$ cat src/rtl/fetch_pkg.sv
// Shared types and constants for the instruction fetch stage.
package fetch_pkg;

  // HALT is only reachable when the ack timeout is compiled in.
  typedef enum logic [2:0] {
    ST_IDLE,
    ST_REQ,
    ST_VALID,
    ST_DRAIN,
    ST_HALT
  } fetch_state_t;

  // RISC-V canonical NOP (addi x0, x0, 0), shown to decode before the first fetch.
  localparam logic [31:0] NOP_INSTR = 32'h00000013;

  // Default number of ack-less REQ/DRAIN cycles before the fetch is declared dead.
  localparam int unsigned TIMEOUT_CYCLES_DEFAULT = 16;

endpackage

$ cat src/rtl/fetch_timeout.sv
// Ack-wait counter for the fetch stage: clears on request entry, counts
// cycles without ack, and flags expiry on the LIMIT-th such cycle.
module fetch_timeout #(
  parameter int unsigned LIMIT = 16
) (
  input  logic clock,
  input  logic reset,
  input  logic clr,
  input  logic en,
  output logic expired
);

  localparam int CW = $clog2(LIMIT + 1);
  localparam logic [CW-1:0] LAST = CW'(LIMIT - 1);

  logic [CW-1:0] count_q, count_d;

  // Expiry fires on the last counted cycle so the FSM leaves on that edge.
  assign expired = en && (count_q == LAST);

  // Next count: clear wins, otherwise count ack-less cycles up to the limit.
  always_comb begin
    count_d = count_q;
    if (clr) begin
      count_d = '0;
    end else if (en && !expired) begin
      count_d = count_q + 1'b1;
    end
  end

  // Count register.
  always_ff @(posedge clock or negedge reset) begin
    if (!reset) begin
      count_q <= '0;
    end else begin
      count_q <= count_d;
    end
  end

endmodule

$ cat src/rtl/fetch_unit.sv
// Instruction fetch stage: reads one word per PC value over a req/ack
// memory port and hands it to decode over valid/ready. At most one memory
// request is outstanding; a flush during a pending read drains it.
// Optional feature macro: FETCH_TIMEOUT_EN (ack timeout, sticky fault, HALT).
module fetch_unit
  import fetch_pkg::*;
#(
  parameter int unsigned TIMEOUT_CYCLES = TIMEOUT_CYCLES_DEFAULT
) (
  input  logic        clock,
  input  logic        reset,
  input  logic [31:0] pc_in,
  output logic        pc_en,
  output logic        mem_req,
  output logic [31:0] mem_addr,
  input  logic        mem_ack,
  input  logic [31:0] mem_rdata,
  output logic [31:0] instr_out,
  output logic [31:0] instr_pc,
  output logic        instr_valid,
  input  logic        instr_ready,
  input  logic        flush,
  output logic        fetch_fault
);

  fetch_state_t state_q, state_d;
  logic [31:0]  addr_q, addr_d;
  logic [31:0]  instr_q, instr_d;
  logic [31:0]  ipc_q, ipc_d;
  logic         tmo_expired;

  assign mem_addr  = addr_q;
  assign instr_out = instr_q;
  assign instr_pc  = ipc_q;

`ifdef FETCH_TIMEOUT_EN
  logic fault_q;

  // Counter restarts on every state change, so it is zero on REQ/DRAIN entry.
  fetch_timeout #(
    .LIMIT(TIMEOUT_CYCLES)
  ) u_timeout (
    .clock  (clock),
    .reset  (reset),
    .clr    (state_d != state_q),
    .en     (((state_q == ST_REQ) || (state_q == ST_DRAIN)) && !mem_ack),
    .expired(tmo_expired)
  );

  // Sticky fault flag, cleared only by reset.
  always_ff @(posedge clock or negedge reset) begin
    if (!reset) begin
      fault_q <= 1'b0;
    end else if (tmo_expired) begin
      fault_q <= 1'b1;
    end
  end

  assign fetch_fault = fault_q;
`else
  logic unused_timeout_cfg;

  assign unused_timeout_cfg = (TIMEOUT_CYCLES != 0);
  assign tmo_expired        = 1'b0;
  assign fetch_fault        = 1'b0;
`endif

  // Next-state and handshake outputs; pc_en is purely state/flush/ready driven.
  always_comb begin
    state_d     = state_q;
    addr_d      = addr_q;
    instr_d     = instr_q;
    ipc_d       = ipc_q;
    pc_en       = 1'b0;
    mem_req     = 1'b0;
    instr_valid = 1'b0;

    case (state_q)
      ST_IDLE: begin
        // A flush here moves the PC on this edge, so capturing would be stale.
        if (flush) begin
          pc_en = 1'b1;
        end else begin
          addr_d  = pc_in;
          state_d = ST_REQ;
        end
      end

      ST_REQ: begin
        mem_req = 1'b1;
        if (flush) begin
          pc_en   = 1'b1;
          state_d = mem_ack ? ST_IDLE : ST_DRAIN;
        end else if (mem_ack) begin
          instr_d = mem_rdata;
          ipc_d   = addr_q;
          state_d = ST_VALID;
        end
      end

      ST_VALID: begin
        // Flush and handoff both advance the PC, but only ever once.
        instr_valid = 1'b1;
        if (flush || instr_ready) begin
          pc_en   = 1'b1;
          state_d = ST_IDLE;
        end
      end

      ST_DRAIN: begin
        // The memory cannot cancel a read, so wait for its ack and drop the data.
        mem_req = 1'b1;
        pc_en   = flush;
        if (mem_ack) begin
          state_d = ST_IDLE;
        end
      end

      ST_HALT: begin
        state_d = ST_HALT;
      end

      default: begin
        state_d = ST_IDLE;
      end
    endcase

    if (tmo_expired) begin
      state_d = ST_HALT;
    end
  end

  // State and datapath registers.
  always_ff @(posedge clock or negedge reset) begin
    if (!reset) begin
      state_q <= ST_IDLE;
      addr_q  <= '0;
      instr_q <= NOP_INSTR;
      ipc_q   <= '0;
    end else begin
      state_q <= state_d;
      addr_q  <= addr_d;
      instr_q <= instr_d;
      ipc_q   <= ipc_d;
    end
  end

endmodule

$ cat config.mk
export PLATFORM = sky130hd
export DESIGN_NAME = fetch_unit
export DESIGN_NICKNAME = d
export VERILOG_FILES = /design/src/rtl/fetch_pkg.sv /design/src/rtl/fetch_timeout.sv /design/src/rtl/fetch_unit.sv
export SDC_FILE = /design/constraint.sdc
export NUM_CORES = 1
export LEC_CHECK = 0
export CORE_UTILIZATION = 47
export CTS_CLUSTER_SIZE = 28
export DETAILED_ROUTE_END_ITERATION = 16
export PLACE_DENSITY = 0.9
export SYNTH_ARGS = -nofsm -noshare
export SYNTH_HDL_FRONTEND = slang
export SYNTH_HIERARCHICAL = 1
export SYNTH_SLANG_ARGS = --single-unit
$ cat constraint.sdc
create_clock -name clock -period 2.35 [get_ports clock]
set_input_delay 0.47 -clock clock [delete_from_list [all_inputs] [get_ports clock]]
set_output_delay 0.47 -clock clock [all_outputs]
set_load 0.05 [all_outputs]
==> impl_metrics.yaml <==
run_status:
  status: "completed"
job:
  timing.max_cap.violations: 0
critical_path:
  timing.critical_path.to_type: "output pin"
  cp.required_ps: 1880
  r2r.worst_path.cells: 4
  startpoint_type: "flip-flop"
  crit-reg2reg-capture: "mem_addr[11]"
  path_length_in_cells_of_the_critical_path: 1
  critPathArrivalTime_ps: 1710
  timing.critical_path.slowest_cell_delay_ps: 810
  crit_slowest_cell: "sky130_fd_sc_hd__clkdlybuf4s50_1"
  rr_startpoint: "state_q[0]"
  reg2reg_setup_slack_ps: 630
  setup.worst_path.start: "instr_out[4]"
  timing_worst_setup_path_type: "flip-flop to output pin"
  critPathMaxFanout: 2
  crit_path_cell_trace: "clkdlybuf4s50_1"
  critical_path.n_buffers_inverters: 1
  timing.critical_path.to: "instr_out[4]"
  critPathTopFamily: "buffers and inverters"
yosys:
  synth.area.mux_share_pct: 33.9
  ys_ff_latch: 99
  mappedNetlistNets: 293
  synthesized_area_fraction_occupied_by_xor_and_xnor_cells_pct: 0
  synthCells: 224
  synthesized_area_fraction_occupied_by_ao_oa_aoi_and_oai_cells_pct: 0.718
  simple_gate_fraction_of_synth_area_pct: 2.21
  synthDistinctLibCells: 20
  synth_area_per_cell_um2: 18.7
  ys_warn_count: 6
  synth.yosys.seq_area_share_pct: 59.4
  dominant_combinational_cell_family_by_area_after_synthesis: "multiplexers"
  synth_adder_area_share_pct: 0
  mappedNetlistArea_um2: 4180
placed_design:
  dpl.cell_count: 493
  place_worst_setup_slack_ps: 164
  final_weighted_congestion_of_routability_driven_global_placement: 0.733
  placement.io_buffers: 167
  detail_placement_hpwl_um: 6220
final_layout:
  syn2layout_area_growth_pct: 47.1
  num-fill-cells: 601
  final_nets: 465
  layoutNonFillerInstCount: 509
  final_core_area_utilization_pct: 70.9
  drive_above_1_share_pct: 31.9
  antenna-diode-count: 0
timing:
  clock_skew_ps: 13.0
  post-route-worst-setup-slack_ps: 172
  final.period_utilization_pct: 92.7
  max_freq_ghz: 0.459
  max_slew_margin_pct: 63.4
  setup-tns-final_ps: 0
  final_max_slew_viol_count: 0
  report.final.setup_viol: 0
  fin_crit_ps: 2180
  timing_hold_violations_final: 0
  rsz0062_at_grt: "false"
  timing_worst_slew_pin_value_ps: 547
drt:
  first_pass_iters: 6
  drc: 0
  detail_route.wirelength_um: 8690
  routed_via_density: 4.90
  drt_iter0_markers: 56
  dr_total_vias: 2493
  postRouteAntennaNets: 0
  route.detailed.wl_per_inst_um: 17.1
grt:
  globalRoute.totalOverflow: 0
  first_global_vias: 2594
  grt_max_degree: 100
  grt_antenna_before_repair: 0
  grt_util_all_layers_pct: 18.9
  grt_first_pass_wirelength_um: 13200
cts:
  numCtsBuffers: 9
  tritoncts_clock_tree: "yes"
  clock_latency_ps: 340
  clock_tree.root_cell: "sky130_fd_sc_hd__clkbuf_8"
  post_cts_resize_count: 0
  cts_sinks: 99
  clkSlewWorstSetupHoldPaths_ps: 110
  clk_path_buf_depth: 2
  postCtsSetupRepairBufs: 0
  cts_hold_buffers: 0
  htreeDepth: 3
floorplan:
  fp-row-count: 34
  ios: 169
  floorplan.initialDensity_pct: 48.2
  die_outline_width_um: 96.3
  core-area_um2: 8680
  die_h_um: 96.3
  die_area_um2: 9280
worst_hold_path:
  timing.hold.worst.class: "input port to asynchronous set/reset pin"
-- through the flow --
step / area (µm²) / hold WS (ps)
2_1_floorplan: 4180 / 174
3_3_place_gp: 5940 / 490
3_5_place_dp: 5940 / 492
4_1_cts: 6150 / 181
5_1_grt: 6150 / 178
6_report: 6150 / 136
-- synthesized netlist by cell type --
cell type	n	area share (%)
sky130_fd_sc_hd__a21oi_1	2	0.24
sky130_fd_sc_hd__nand3_4	1	0.42
sky130_fd_sc_hd__inv_1	2	0.18
sky130_fd_sc_hd__o211ai_1	1	0.18
sky130_fd_sc_hd__buf_12	3	1.4
sky130_fd_sc_hd__nand2_1	1	0.090
sky130_fd_sc_hd__mux2_2	6	1.6
sky130_fd_sc_hd__conb_1	1	0.090
sky130_fd_sc_hd__nor2_8	1	0.48
sky130_fd_sc_hd__a31oi_1	2	0.30
sky130_fd_sc_hd__nor3b_1	2	0.36
sky130_fd_sc_hd__buf_4	1	0.18
sky130_fd_sc_hd__mux2_4	90	32
sky130_fd_sc_hd__nor4b_1	1	0.21
sky130_fd_sc_hd__nor2b_2	1	0.21
sky130_fd_sc_hd__buf_6	7	1.9
sky130_fd_sc_hd__dfrtp_1	96	57
sky130_fd_sc_hd__dfstp_2	3	1.9
sky130_fd_sc_hd__or3_4	1	0.27
sky130_fd_sc_hd__nor2_1	2	0.18
-- cell families (layout without fill, tap and decap cells) --
family,after synthesis,after routing
simple gates,10,10
mux,96,96
compound gates,5,5
buf+inv,13,190
flops,99,99
other cells,1,1
-- layout by cell type, fill, tap and decap left out, drive strengths merged --
cell type | Yosys | routed
a21oi | 2 | 2
a31oi | 2 | 2
buf | 11 | 9
bufinv | 0 | 1
clkbuf | 0 | 10
clkdlybuf4s50 | 0 | 163
clkinv | 0 | 2
conb | 1 | 1
dfrtp | 96 | 96
dfstp | 3 | 3
inv | 2 | 5
mux2 | 96 | 96
nand2 | 1 | 1
nand3 | 1 | 1
nor2 | 3 | 3
nor2b | 1 | 1
nor3b | 2 | 2
nor4b | 1 | 1
o211ai | 1 | 1
or3 | 1 | 1
-- sequential cells by signal, summed over array words and instances, names as in the netlist --
name / count
instr_out: 32
instr_pc: 32
mem_addr: 32
state_q: 3
-- worst reg2reg max path: cells and delay by family (launching register included) --
kind	cells	cell delay, ps
muxes	1	360
buffers and inverters	1	210
and+or+nand+nor	2	570
DFF	1	480
-- worst min path at each step --
stage / depth (start not counted) / slack [ps] / to
5_1_grt: 2 / 180 / instr_out[17]
3_5_place_dp: 1 / 490 / instr_pc[8]
6_report: 2 / 140 / instr_out[17]
2_1_floorplan: 0 / 170 / instr_out[10]
3_3_place_gp: 1 / 490 / instr_out[26]
4_1_cts: 2 / 180 / instr_out[17]
-- layout make-up --
type	instances	area (µm²)	area share (%)
multi-input combinational	112	1550	25.1
clock buffer	10	138	2.24
inverter	2	7.51	0.122
clock inverter	6	70.1	1.14
sequential	99	2480	40.3
timing repair buffer	172	1770	28.8
tap	108	135	2.20
-- per-layer routing --
layer,part of all wire (%),wire [µm],up-vias,GRT usage [%]
li1,-,-,1130,-
met5,0,0,-,0
met4,0.55,48,0,4.90
met1,41,3580,1264,24.5
met2,52,4550,95,32.7
met3,5.8,503,4,3.55
Power is left out: the tool's default activity adds up to more than one toggle a clock period on the data nets, which glitch-free logic cannot reach.
